$ cat config.mk
export PLATFORM = sky130hd
export DESIGN_NAME = aes_uart_stream_arbiter_flat
export DESIGN_NICKNAME = d
export VERILOG_FILES = /design/src/rtl/aes_uart_stream_arbiter_if.sv /design/src/rtl/aes_uart_stream_arbiter.sv /design/src/flat_wrapper.sv
export SDC_FILE = /design/constraint.sdc
export NUM_CORES = 1
export LEC_CHECK = 0
export CORE_AREA = 4 4 218 220
export CTS_CLUSTER_DIAMETER = 80
export CTS_CLUSTER_SIZE = 20
export DETAILED_ROUTE_END_ITERATION = 8
export DIE_AREA = 0 0 222 224
export GPL_TIMING_DRIVEN = 0
export HOLD_SLACK_MARGIN = 0.1
export PLACE_DENSITY = 0.57
export SYNTH_ARGS = -nofsm -noshare
export SYNTH_HDL_FRONTEND = slang
export SYNTH_SLANG_ARGS = --single-unit
$ cat constraint.sdc
create_clock -name PCLK -period 3.1 [get_ports PCLK]
set_input_delay 0.62 -clock PCLK [delete_from_list [all_inputs] [get_ports PCLK]]
set_output_delay 0.62 -clock PCLK [all_outputs]
set_load 0.02 [all_outputs]
$ cat src/rtl/aes_uart_stream_arbiter_if.sv
// Block-source, AES-core and UART-side signals of the stream arbiter.
// The slave modport is the arbiter's view; master is the surrounding logic's view.
interface aes_uart_stream_arbiter_if #(
  parameter int N_CH       = 2,
  parameter int N_AES      = 128,
  parameter int DATA_WIDTH = 32
) ();
  localparam int GW = (N_CH > 1) ? $clog2(N_CH) : 1;

  logic [N_CH-1:0]       blk_valid;
  logic [N_CH*N_AES-1:0] blk_data;
  logic [N_CH-1:0]       enc_en;
  logic [N_CH-1:0]       blk_ready;
  logic [N_AES-1:0]      aes_in;
  logic [N_AES-1:0]      aes_out;
  logic                  word_valid;
  logic [DATA_WIDTH-1:0] word_data;
  logic                  word_ready;
  logic                  word_pop;
  logic                  req;
  logic                  busy;
  logic [GW-1:0]         last_grant;

  modport slave (
    input  blk_valid, blk_data, enc_en, aes_out, word_ready, word_pop,
    output blk_ready, aes_in, word_valid, word_data, req, busy, last_grant
  );

  modport master (
    output blk_valid, blk_data, enc_en, aes_out, word_ready, word_pop,
    input  blk_ready, aes_in, word_valid, word_data, req, busy, last_grant
  );
endinterface

$ cat src/rtl/aes_uart_stream_arbiter.sv
// Round-robin block arbiter with optional AES pass and MSW-first serialization
// toward the UART controller, plus a FIFO-refill request every REQ_THRESHOLD pops.
module aes_uart_stream_arbiter #(
  parameter int N_CH          = 2,
  parameter int N_AES         = 128,
  parameter int DATA_WIDTH    = 32,
  parameter int AES_LATENCY   = 5,
  parameter int REQ_THRESHOLD = 16
) (
  input  logic                      PCLK,
  input  logic                      PRESET,
  aes_uart_stream_arbiter_if.slave  bus
);
  localparam int N_WORDS = N_AES / DATA_WIDTH;
  localparam int GW      = (N_CH > 1) ? $clog2(N_CH) : 1;
  localparam int WIW     = (N_WORDS > 1) ? $clog2(N_WORDS) : 1;
  localparam int LCW     = (AES_LATENCY > 1) ? $clog2(AES_LATENCY) : 1;
  localparam int PCW     = (REQ_THRESHOLD > 1) ? $clog2(REQ_THRESHOLD) : 1;

  localparam logic [1:0] IDLE     = 2'd0;
  localparam logic [1:0] ENC_WAIT = 2'd1;
  localparam logic [1:0] SERIAL   = 2'd2;

  logic [1:0]       state;
  logic [N_AES-1:0] blk_reg;
  logic [GW-1:0]    rr_ptr;
  logic [GW-1:0]    last_grant_q;
  logic [GW-1:0]    grant_idx;
  logic             grant_found;
  logic [LCW-1:0]   wait_cnt;
  logic [WIW-1:0]   word_idx;
  logic [PCW-1:0]   pop_cnt;
  logic             req_q;
  int               cand;

  // rr_ptr holds the first channel to search, so it can reset to channel 0
  // while last_grant itself still resets to 0.
  // NOTE: every variable assigned in always_comb gets a default first; a path
  // that leaves one unassigned would infer a latch.
  always_comb begin
    grant_found = 1'b0;
    grant_idx   = '0;
    cand        = 0;
    for (int i = 0; i < N_CH; i++) begin
      cand = int'(rr_ptr) + i;
      if (cand >= N_CH) cand = cand - N_CH;
      if (!grant_found && bus.blk_valid[cand]) begin
        grant_found = 1'b1;
        grant_idx   = GW'(cand);
      end
    end
  end

  always_comb begin
    bus.blk_ready = '0;
    if (state == IDLE && grant_found) bus.blk_ready[grant_idx] = 1'b1;
  end

  assign bus.word_valid = (state == SERIAL);
  assign bus.word_data  = (state == SERIAL) ? blk_reg[N_AES-1 -: DATA_WIDTH] : '0;
  assign bus.aes_in     = (state == ENC_WAIT) ? blk_reg : '0;
  assign bus.busy       = (state != IDLE);
  assign bus.last_grant = last_grant_q;
  assign bus.req        = req_q;

  // NOTE: sequential state uses non-blocking assignments only, so every
  // register samples pre-edge values regardless of statement order.
  always_ff @(posedge PCLK) begin
    if (PRESET) begin
      state        <= IDLE;
      blk_reg      <= '0;
      rr_ptr       <= '0;
      last_grant_q <= '0;
      wait_cnt     <= '0;
      word_idx     <= '0;
      pop_cnt      <= '0;
      req_q        <= 1'b0;
    end else begin
      // Pops are counted independently of the block FSM.
      if (bus.word_pop) begin
        if (pop_cnt == PCW'(REQ_THRESHOLD - 1)) begin
          pop_cnt <= '0;
          req_q   <= 1'b1;
        end else begin
          pop_cnt <= pop_cnt + 1'b1;
          req_q   <= 1'b0;
        end
      end else begin
        req_q <= 1'b0;
      end

      case (state)
        IDLE: begin
          if (grant_found) begin
            blk_reg      <= bus.blk_data[int'(grant_idx)*N_AES +: N_AES];
            last_grant_q <= grant_idx;
            rr_ptr       <= (grant_idx == GW'(N_CH - 1)) ? '0 : grant_idx + 1'b1;
            word_idx     <= '0;
            wait_cnt     <= LCW'(AES_LATENCY - 1);
            state        <= bus.enc_en[grant_idx] ? ENC_WAIT : SERIAL;
          end
        end
        ENC_WAIT: begin
          if (wait_cnt == '0) begin
            blk_reg <= bus.aes_out;
            state   <= SERIAL;
          end else begin
            wait_cnt <= wait_cnt - 1'b1;
          end
        end
        SERIAL: begin
          if (bus.word_ready) begin
            blk_reg <= blk_reg << DATA_WIDTH;
            if (word_idx == WIW'(N_WORDS - 1)) begin
              word_idx <= '0;
              state    <= IDLE;
            end else begin
              word_idx <= word_idx + 1'b1;
            end
          end
        end
        default: state <= IDLE;
      endcase
    end
  end
endmodule
$ cat src/flat_wrapper.sv
// flat-port wrapper written by rule: the top's interface ports become plain ports
module aes_uart_stream_arbiter_flat 
#(
  parameter int N_CH          = 2,
  parameter int N_AES         = 128,
  parameter int DATA_WIDTH    = 32,
  parameter int AES_LATENCY   = 5,
  parameter int REQ_THRESHOLD = 16
)
  (PCLK, PRESET, bus_blk_valid, bus_blk_data, bus_enc_en, bus_aes_out, bus_word_ready, bus_word_pop, bus_blk_ready, bus_aes_in, bus_word_valid, bus_word_data, bus_req, bus_busy, bus_last_grant);
  aes_uart_stream_arbiter_if #(.N_CH(N_CH), .N_AES(N_AES), .DATA_WIDTH(DATA_WIDTH)) bus_i ();
  input  logic PCLK;
  input  logic PRESET;
  input wire logic [$bits(bus_i.blk_valid)-1:0] bus_blk_valid;
  input wire logic [$bits(bus_i.blk_data)-1:0] bus_blk_data;
  input wire logic [$bits(bus_i.enc_en)-1:0] bus_enc_en;
  input wire logic [$bits(bus_i.aes_out)-1:0] bus_aes_out;
  input wire logic [$bits(bus_i.word_ready)-1:0] bus_word_ready;
  input wire logic [$bits(bus_i.word_pop)-1:0] bus_word_pop;
  output wire logic [$bits(bus_i.blk_ready)-1:0] bus_blk_ready;
  output wire logic [$bits(bus_i.aes_in)-1:0] bus_aes_in;
  output wire logic [$bits(bus_i.word_valid)-1:0] bus_word_valid;
  output wire logic [$bits(bus_i.word_data)-1:0] bus_word_data;
  output wire logic [$bits(bus_i.req)-1:0] bus_req;
  output wire logic [$bits(bus_i.busy)-1:0] bus_busy;
  output wire logic [$bits(bus_i.last_grant)-1:0] bus_last_grant;
  assign bus_i.blk_valid = bus_blk_valid;
  assign bus_i.blk_data = bus_blk_data;
  assign bus_i.enc_en = bus_enc_en;
  assign bus_i.aes_out = bus_aes_out;
  assign bus_i.word_ready = bus_word_ready;
  assign bus_i.word_pop = bus_word_pop;
  assign bus_blk_ready = bus_i.blk_ready;
  assign bus_aes_in = bus_i.aes_in;
  assign bus_word_valid = bus_i.word_valid;
  assign bus_word_data = bus_i.word_data;
  assign bus_req = bus_i.req;
  assign bus_busy = bus_i.busy;
  assign bus_last_grant = bus_i.last_grant;
  aes_uart_stream_arbiter #(.N_CH(N_CH), .N_AES(N_AES), .DATA_WIDTH(DATA_WIDTH), .AES_LATENCY(AES_LATENCY), .REQ_THRESHOLD(REQ_THRESHOLD)) u_core (.PCLK(PCLK), .PRESET(PRESET), .bus(bus_i));
endmodule
==> results of run 1 <==
-- through the flow --
stage	instance area [um^2]	setup WS [ns]
global placement	16450	-0.6127
global route	17170	-0.08380
CTS	17110	-0.0003462
floorplan	10130	0.9116
detailed placement	16450	-0.6455
finish	17170	-0.001632
-- power by group --
part	switching, mW	internal, mW
registers	0.788	2.59
clock network	0.901	1.56
logic	4.53	2.94
-- area by class of cell --
type                            instances  area, um^2
Inverter                               43       166.4
Fill cell                            4804       28120
Buffer                                158       764.5
Timing Repair Buffer                  557        5525
Antenna cell                            2       5.005
Clock inverter                          8       175.2
Tap cell                              600       750.7
Multi-Input combinational cell        962        6427
Clock buffer                           23       508.0
Sequential cell                       142        2843
-- worst reg2reg max path, cell delays in order (launching register included) --
cell	delay, ns
dfxtp_1	0.38
inv_1	0.08
ha_1	0.32
clkbuf_1	0.82
clkbuf_1	0.82
a21o_1	0.20
a211oi_1	0.08
-- kinds of logic after synthesis --
logic type      Yosys count  synth area share (%)
compound gates          563                 40.34
xor+xnor                  1               0.08650
fa+ha+maj                 8                0.9884
buf+inv                 202                 8.611
flops                   142                 28.07
mux                       3                0.2965
simple gates            387                 21.61
-- cell usage after synthesis, types with 2 or more instances --
| cell | count |
|---|---|
| dfxtp_1 | 142 |
| and2_1 | 130 |
| a221oi_1 | 129 |
| o21ai_0 | 129 |
| clkbuf_1 | 117 |
| nand3_1 | 99 |
| a21o_1 | 96 |
| nor2_1 | 87 |
| a21oi_1 | 72 |
| inv_1 | 41 |
| a211oi_2 | 39 |
| a21boi_0 | 32 |
| and3_1 | 32 |
| o21bai_1 | 32 |
| buf_2 | 28 |
| a211oi_1 | 25 |
| nor2_4 | 20 |
| buf_6 | 8 |
| ha_1 | 8 |
| buf_4 | 5 |
| nand2_1 | 5 |
| a311oi_1 | 3 |
| mux2i_1 | 3 |
| nand2b_1 | 3 |
| nor2b_1 | 3 |
| nand4_1 | 2 |
| nor3_1 | 2 |
| o21ai_1 | 2 |
-- path summary, 6_finish.rpt --
kind | startpoint | end | depth (start not counted)
worst max-delay path | bus_blk_valid[1] | bus_blk_ready[0] | 5
worst min-delay path | u_core.word_idx[1] | u_core.word_idx[1] | 2
worst max register to register | u_core.state[0] | u_core.blk_reg[37] | 6
worst min register to register | u_core.word_idx[1] | u_core.word_idx[1] | 2
-- per-layer routing --
layer	share of wire, %	wire [um]	track usage, %	vias up
li1	-	-	-	5971
met1	40	27320	30.73	6209
met2	49	33630	46.51	679
met3	7.8	5321	7.286	96
met4	3.4	2339	9.624	4
met5	0.047	32	0	-
-- repair_timing --
| action | CTS | global route |
|---|---|---|
| gates resized for setup | 112 | 29 |
| hold buffers | 0 | 0 |
| endpoints found under the setup margin | 175 | 40 |
==> reports/results.tsv, run 1 <==
stage	metric	value	unit
timing	Slew @ Worst Pin	1.098	ns
global_routing	first-pass GRT wire length	95850	um
worst_setup_path	Worst R2R Setup Slack	0.23	ns
worst_setup_path	startpoint types	primary input	
drt	1st-iter DRT viols	1001	
timing	Fin. Hold Viols	0	
floorplanning	die area	49730	um^2
worst_setup_path	worst-path cell chain	clkdlybuf4s50_1 > buf_4 > clkbuf_4 > a21oi_1 > clkdlybuf4s50_1	
yosys	synth top area cells	dfxtp_1, a221oi_1, and2_1	
clock_network	H-tree depth	4	
global_routing	largest net degree at the start of global routing	18	
placed_design	hpwl dp	56210	um
drt	antenna violation net count after detailed routing	0	
worst_setup_path	Crit path top cell by count	clkdlybuf4s50_1	
timing	Tmin final	3.102	ns
clock_network	Post-CTS Setup Repair Bufs	0	
power	maximum VDD drop	332.3	uV
timing	Slew headroom	26.78	%
finish	commonest non-fill, non-tap cell in the layout	clkdlybuf4s50_1	
timing	setup violators final	1	
yosys	Cells after Synth	1306	
status	run status	finished, violations left	
clock_network	Num CTS Buffers	17	
global_routing	vias in the first global route	13490	
finish	Area growth syn-to-layout	69.50	%
min_path	Hold WC Path Type	flop to flop	
power	static leakage	7.101	nW
worst_setup_path	Worst Path Buf+Inv	4	
floorplanning	core area	45280	um^2
power	overall power	13.30	mW
drt	via count	12960	
yosys	prevailing post-synth register cell	dfxtp_1	
drt	vias per cell	5.194	
timing	Final Worst Setup Slack	-0.001632	ns
yosys	top cell type's share of synthesized area	28.07	%
timing	RSZ-0062 raised after global routing	yes	
placed_design	GPL Wtd Cong	0.9134	
yosys	sequential element share of the synthesized area	28.07	%
flow_run	Max Cap Violations	0	
worst_setup_path	Critical Setup Path Class	primary input to primary output	
worst_setup_path	Worst path max stage delay	0.57	ns
floorplanning	chip height	224	um
clock_network	CTS sink count	142	
finish	number of flip-flops under the largest register name	128	
placed_design	Buffers on Ports	557	
status	failing checks	setup timing	
drt	First-pass DRT Iterations	5	
timing	fmax	322.4	MHz
worst_setup_path	WP data required	2.48	ns
drt	routed len/inst	27.51	um
global_routing	GRT Util Overall	26.38	%
clock_network	Clock Path Buffers	2	
timing	setup TNS	-0.001632	ns
worst_setup_path	Worst path slowest cell	clkdlybuf4s50_1	
drt	Residual DRC	0	
finish	fin util	37.91	%
worst_setup_path	Crit path max-delay family	buffers and inverters	
timing	fin. max-slew vios	0	
clock_network	TritonCTS clock tree	yes	
yosys	yosys warns	0	
global_routing	grt ovf	0	
placed_design	placed instance count	2463	
drt	wirelength, routed	68640	um
finish	Layout Nets	2281	
finish	post-route insts no fill	2495	
floorplanning	die width	222	um
yosys	share of synthesized registers carrying an async set or reset	0	%
timing	Max Clock Skew	0.01385	ns
worst_setup_path	worst endpoint data arrival time	2.48	ns
worst_setup_path	Setup crit end kind	primary output	
worst_setup_path	Worst Path Max Fanout	10	
global_routing	initial antenna violation count	9	
yosys	Syn Std Cell Area	10130	um^2
yosys	area leader, netlist	dfxtp_1	
yosys	syn_area_per_cell	7.754	um^2
yosys	EDFF count, synth	0	
finish	most frequent cells in the layout	clkdlybuf4s50_1, dfxtp_1, and2_1, o21ai_0, a221oi_1	
yosys	flops & latches, synth	142	
timing	Tcrit/Tclk final	100.1	%
clock_network	CTS root buf	clkbuf_16	
clock_network	clk slew on worst S/H paths	0.07	ns
timing	Hold Slack	0.4874	ns
floorplanning	row count	78	
floorplanning	I/O pin count	558	
yosys	Mapped Nets	1706	
power	P per Cell Area	775.0	nW/um^2
yosys	Netlist cell types	40	
finish	layout cell share with drive strength beyond 1	8.558	%
floorplanning	Initial Util	22.36	%
clock_network	later-pin clock latency in the skew report	0.46	ns
No activity file was read; power rests on OpenSTA's default activity.
==> run 2: changes to the inputs <==
- ABC_AREA: not set -> 1
- CAP_MARGIN: not set -> 5
- CORE_AREA: 4 4 218 220 -> 3 3 215 217
- DIE_AREA: 0 0 222 224 -> 0 0 218 220
- PLACE_DENSITY: 0.57 -> 0.62
==> run 2 against run 1 <==
Clock-buffer cell count fell by 6; total power grew 25%; register-to-register slack lost 0.06 ns; core utilization increased by 5.1 points; fmax increased by 2.7%; non-clock buffer count is 19 lower; first-iteration DRC count shrank 11%; sequential power decreased by 1%; sequential cell count unchanged; the run now ends clean; synthesized cell count rose by 79%; largest power group unchanged; die area fell by 3.6%.
==> reports/results.tsv, run 2 <==
stage	metric	value	unit
worst_setup_path	Setup crit end kind	primary output	
drt	wirelength, routed	64570	um
finish	fin util	42.96	%
timing	setup TNS	0	ns
yosys	flops & latches, synth	142	
yosys	Post-synth top cells	nand2_1, inv_1, nor2_1	
flow_run	Max Cap Violations	0	
finish	post-route insts no fill	3519	
yosys	Cells after Synth	2340	
timing	Slew @ Worst Pin	1.367	ns
clock_network	Hold-fix buffers, CTS	0	
floorplanning	die area	47960	um^2
yosys	Netlist cell types	23	
yosys	xor-xnor portion of the synthesized cell area	0.07341	%
yosys	area share of fa/ha/maj cells after synthesis	0.8390	%
finish	Fill cells	4918	
global_routing	initial antenna violation count	5	
timing	Slew headroom	8.892	%
timing	setup violators final	0	
clock_network	clk slew on worst S/H paths	0.07	ns
worst_setup_path	critical register-to-register path startpoint	u_core.state[0]	
floorplanning	row count	77	
clock_network	later-pin clock latency in the skew report	0.46	ns
worst_setup_path	WP data required	2.48	ns
global_routing	first-pass GRT wire length	91960	um
min_path	Hold WC Path Type	flop to flop	
drt	antenna violation net count after detailed routing	0	
status	run status	finished clean	
floorplanning	I/O pin count	558	
power	static leakage	11.73	nW
global_routing	grt ovf	0	
yosys	sequential element share of the synthesized area	23.83	%
timing	Tcrit/Tclk final	97.47	%
yosys	post-synthesis compound-gate area fraction	4.573	%
placed_design	GPL Wtd Cong	0.9934	
yosys	prevailing post-synth register cell	dfxtp_1	
drt	via count	15610	
finish	Area growth syn-to-layout	59.59	%
worst_setup_path	Worst Path Max Fanout	10	
finish	layout cell share with drive strength beyond 1	4.342	%
placed_design	hpwl dp	53490	um
worst_setup_path	startpoint types	flop	
yosys	Mapped Nets	2740	
timing	Hold Slack	0.4885	ns
finish	multi-input logic area	6176	um^2
timing	Fin. Hold Viols	0	
placed_design	placed cell areas	18240	um^2
min_path	startpoint of the worst hold path	u_core.rr_ptr	
drt	Residual DRC	0	
placed_design	DP Worst Slack	-0.5891	ns
global_routing	GRT Util Overall	25.79	%
finish	Reg area	2843	um^2
clock_network	CTS root buf	clkbuf_16	
global_routing	vias in the first global route	15110	
finish	most frequent cells in the layout	nand2_1, inv_1, clkdlybuf4s50_1, nor2_1, nand3_1	
floorplanning	Initial Util	26.92	%
clock_network	Num CTS Buffers	17	
worst_setup_path	worst endpoint data arrival time	2.40	ns
clock_network	CTS sink count	142	
timing	fin. max-slew vios	0	
yosys	synth top area cells	dfxtp_1, nand2_1, inv_1	
yosys	yosys warns	0	
clock_network	TritonCTS clock tree	yes	
power	overall power	16.60	mW
yosys	main combinational cell family by area after synthesis	simple AND/OR/NAND/NOR gates	
timing	Max Clock Skew	0.008326	ns
floorplanning	die width	218	um
worst_setup_path	Critical Setup Path Class	flop to primary output	
clock_network	H-tree depth	4	
yosys	Syn Std Cell Area	11930	um^2
yosys	post-synthesis mux area share	0	%
finish	number of flip-flops under the largest register name	128	
yosys	top-count cell post-synth	nand2_1	
placed_design	Buffers on Ports	556	
drt	1st-iter DRT viols	892	
timing	Final Worst Setup Slack	0.07853	ns
yosys	share of synthesized registers carrying an async set or reset	0	%
timing	RSZ-0062 raised after global routing	yes	
yosys	EDFF count, synth	0	
floorplanning	chip height	220	um
timing	Tmin final	3.021	ns
power	maximum VDD drop	407.3	uV
drt	First-pass DRT Iterations	6	
global_routing	largest net degree at the start of global routing	20	
worst_setup_path	Critical path origin	u_core.state[1]	
yosys	top cell type's share of synthesized area	23.83	%
drt	routed len/inst	18.35	um
yosys	Synth Area in Simple Gates	46.22	%
floorplanning	core area	44320	um^2
placed_design	placed instance count	3488	
clock_network	Clock Path Buffers	2	
power	P per Cell Area	872.0	nW/um^2
finish	commonest non-fill, non-tap cell in the layout	nand2_1	
yosys	area leader, netlist	dfxtp_1	
finish	final instance area	19040	um^2
drt	vias per cell	4.436	
timing	fmax	331.0	MHz
finish	Layout Nets	3312	
yosys	syn_area_per_cell	5.098	um^2
## run 2: cell count changes after synthesis, sizes merged, moves of 52 or more
cell and delta:
nor2 +264, inv +523, buf +52, a221oi -129
nand3 +165, a21o -96, a211oi -64, o21ai -125
and2 -130, clkbuf -68, nand2 +724
## run 2: cell families (layout without fill, tap and decap cells)
| kind of cell | after synthesis | in the layout |
|---|---|---|
| compound gates | 109 | 109 |
| xor+xnor | 1 | 1 |
| fa+ha+maj | 8 | 8 |
| buf+inv | 708 | 1293 |
| flops | 142 | 142 |
| other cells | 0 | 2 |
| simple gates | 1372 | 1372 |
## run 2: worst paths after layout
check / end / slack [ns] / cells after the start
max: bus_aes_in[63] / 0.08 / 8
min: u_core.rr_ptr / 0.49 / 2
max reg2reg: u_core.blk_reg[90] / 0.17 / 9
min reg2reg: u_core.rr_ptr / 0.49 / 2
## run 2: cell type report
cell class              count  area share (%)
diodes                      2         0.02629
plain buffers             140           4.508
clock buffers              17           2.234
clock inverters            15          0.9726
inverters                 565           11.14
multi-input cells        1490           32.44
flip-flops and latches    142           14.93
well taps                 592           3.890
repair buffers            556           29.86
## run 2: timing repair
| item | CTS | global route |
|---|---|---|
| cloned | 0 | 0 |
| pin swaps | 0 | 0 |
| buffers inserted | 0 | 0 |
| setup endpoints to repair | 137 | 90 |
| gates resized for setup | 48 | 68 |
## run 2: critical path, cell delays in order, from the launching register on
cell	delay (ns)
dfxtp_1	0.33
inv_1	0.11
ha_1	0.15
buf_4	0.15
clkbuf_8	0.22
clkbuf_4	0.23
nand2_1	0.08
inv_1	0.05
clkdlybuf4s50_1	0.61
## run 2: routing by layer
metal	part of all wire, %	global-route usage [%]	vias up
li1	-	-	7885
met1	40	29.63	7074
met2	50	47.37	577
met3	7.2	5.474	74
met4	2.7	8.589	2
met5	0.014	0	-
## run 2: report_power, final
part	internal [mW]	leakage, nW	switching (mW)
Combinational	3.99	10.3	7.06
Sequential	2.76	1.18	0.563
Clock	1.28	0.295	0.961
Total	8.02	11.7	8.58
==> run 3: changes to the inputs <==
- CORE_AREA: 3 3 215 217 -> 3 3 216 218
- DIE_AREA: 0 0 218 220 -> 0 0 219 221
- clock period: 3.1 -> 3.45 ns (I/O delays scaled with it)
==> run 3 against run 2 <==
Critical path depth stayed put; sequential share of layout area is 0.13 points higher; die area is 0.92% higher; sequential power is 9.9% lower; sequential cell count stayed put; total power is 9.9% lower; cell count is 0.20% higher; final area is 0.87% lower; first-iteration DRC count is 4.8% lower; critical endpoint is now bus_aes_in[94]; non-clock buffer count is 1 higher; clock-buffer cell count is 3 higher; global-route usage is 0.67 points lower; largest power group unchanged.
==> reports/results.tsv, run 3 (synthesized netlist as in run 2, its figures left out) <==
stage	metric	value	unit
status	run status	finished clean	
global_routing	initial antenna violation count	1	
worst_setup_path	Setup crit end kind	primary output	
timing	Tmin final	3.349	ns
finish	Area growth syn-to-layout	58.21	%
floorplanning	die width	219	um
finish	Fill cells	4999	
timing	Tcrit/Tclk final	97.08	%
floorplanning	I/O pin count	558	
worst_setup_path	worst endpoint data arrival time	2.66	ns
placed_design	GPL Wtd Cong	0.9364	
power	static leakage	10.65	nW
clock_network	CTS root buf	clkbuf_16	
worst_setup_path	worst-path cell chain	inv_1 > ha_1 > buf_4 > clkbuf_4 > clkbuf_4 > nand2_1 > inv_1 > clkdlybuf4s50_1	
power	overall power	14.97	mW
power	internal power	7.211	mW
timing	RSZ-0062 raised after global routing	no	
power	Comb pwr share	67.4	%
drt	antenna violation net count after detailed routing	0	
power	Clock power frac	12.6	%
clock_network	Post-CTS Setup Repair Bufs	0	
worst_setup_path	Worst path max stage delay	0.64	ns
global_routing	first-pass GRT wire length	91600	um
clock_network	CTS sink count	142	
worst_setup_path	Worst path slowest cell	clkdlybuf4s50_1	
drt	routed len/inst	17.85	um
timing	Fin. Hold Viols	0	
worst_setup_path	Worst Path Max Fanout	10	
timing	Slew @ Worst Pin	0.9043	ns
power	P per Cell Area	793.0	nW/um^2
timing	Final Worst Setup Slack	0.1007	ns
clock_network	Num CTS Buffers	17	
drt	1st-iter DRT viols	849	
power	Flop pwr share	20.0	%
finish	layout cell share with drive strength beyond 1	4.205	%
flow_run	Max Cap Violations	0	
global_routing	largest net degree at the start of global routing	20	
clock_network	Clock Path Buffers	2	
timing	Hold Slack	0.4707	ns
timing	setup violators final	0	
finish	number of flip-flops under the largest register name	128	
placed_design	DP Worst Slack	-0.3524	ns
drt	First-pass DRT Iterations	6	
placed_design	placed cell areas	18270	um^2
drt	Residual DRC	0	
placed_design	placed instance count	3497	
clock_network	clk slew on worst S/H paths	0.06	ns
clock_network	H-tree depth	4	
finish	Layout Nets	3313	
finish	multi-input logic area	6171	um^2
drt	vias per cell	4.426	
worst_setup_path	startpoint types	flop	
finish	most frequent cells in the layout	nand2_1, inv_1, clkdlybuf4s50_1, nor2_1, nand3_1	
global_routing	GRT Util Overall	25.11	%
worst_setup_path	WP data required	2.76	ns
drt	wirelength, routed	62940	um
finish	post-route insts no fill	3526	
timing	fin. max-slew vios	0	
placed_design	hpwl dp	52560	um
floorplanning	core area	45090	um^2
timing	Slew headroom	39.71	%
clock_network	TritonCTS clock tree	yes	
floorplanning	row count	78	
timing	Max Clock Skew	0.008808	ns
finish	Reg area	2843	um^2
worst_setup_path	Critical Setup Path Class	flop to primary output	
power	maximum VDD drop	308.6	uV
finish	commonest non-fill, non-tap cell in the layout	nand2_1	
drt	via count	15610	
worst_setup_path	Worst Path Buf+Inv	6	
floorplanning	Initial Util	26.46	%
timing	fmax	298.6	MHz
global_routing	grt ovf	0	
min_path	Hold WC Path Type	flop to flop	
power	Net Switching	7.756	mW
worst_setup_path	Crit path max-delay family	buffers and inverters	
floorplanning	die area	48400	um^2
finish	final instance area	18870	um^2
global_routing	vias in the first global route	15080	
placed_design	Buffers on Ports	556	
power	Switching Share	51.82	%
floorplanning	chip height	221	um
clock_network	later-pin clock latency in the skew report	0.45	ns
run 3: through the flow:
step	setup TNS [ns]	util, %
final	0	41.86
after global routing	0	41.86
after CTS	0	41.83
after detailed placement	-3.211	40.53
after global placement	-1.742	40.47
after floorplan	0	-
run 3: what timing repair did:
action,CTS,global route
hold buffers,0,0
endpoints found under the setup margin,112,30
hold endpoints to repair,0,0
gates resized for setup,14,11
run 3: per-layer routing:
| layer | share of wire [%] | routed length (um) | GRT usage (%) | vias up |
|---|---|---|---|---|
| li1 | - | - | - | 7883 |
| met1 | 40 | 25400 | 29.06 | 7056 |
| met4 | 2.9 | 1807 | 8.028 | 0 |
| met5 | 0 | 0 | 0 | - |
| met2 | 50 | 31210 | 45.69 | 581 |
| met3 | 7.2 | 4528 | 5.369 | 87 |
run 3: path summary, 6_finish.rpt:
kind | from | endpoint | slack [ns] | depth (start not counted)
max | u_core.state[1] | bus_aes_in[94] | 0.10 | 8
min reg2reg | u_core.word_idx[1] | u_core.word_idx[1] | 0.47 | 2
max reg2reg | u_core.state[0] | u_core.blk_reg[34] | 0.71 | 11
min | u_core.word_idx[1] | u_core.word_idx[1] | 0.47 | 2
run 3: worst register-to-register path: cells and delay by family (launching register included):
kind            cells  cell delay (ns)
buf+inv             4             0.92
simple gates        5             0.69
compound gates      1             0.43
flops               1             0.36
fa+ha+maj           1             0.23
run 3: final cells by class:
class	instances	area share, %
multi-input cells	1490	32.69
clock buffers	20	2.420
well taps	600	3.977
repair buffers	557	29.67
diodes	1	0.01326
plain buffers	140	4.302
clock inverters	11	0.6231
flip-flops and latches	142	15.06
inverters	565	11.24
run 3: power groups by stage:
stage                     logic (mW)  registers (mW)  clock network [mW]
after floorplan                 6.31            2.84                   0
after global placement          9.95            2.98                   0
after detailed placement        10.1            3.01                   0
after CTS                       10.2            2.98                1.92
after global routing            11.3            3.08                1.97
final                           10.1            2.99                1.88
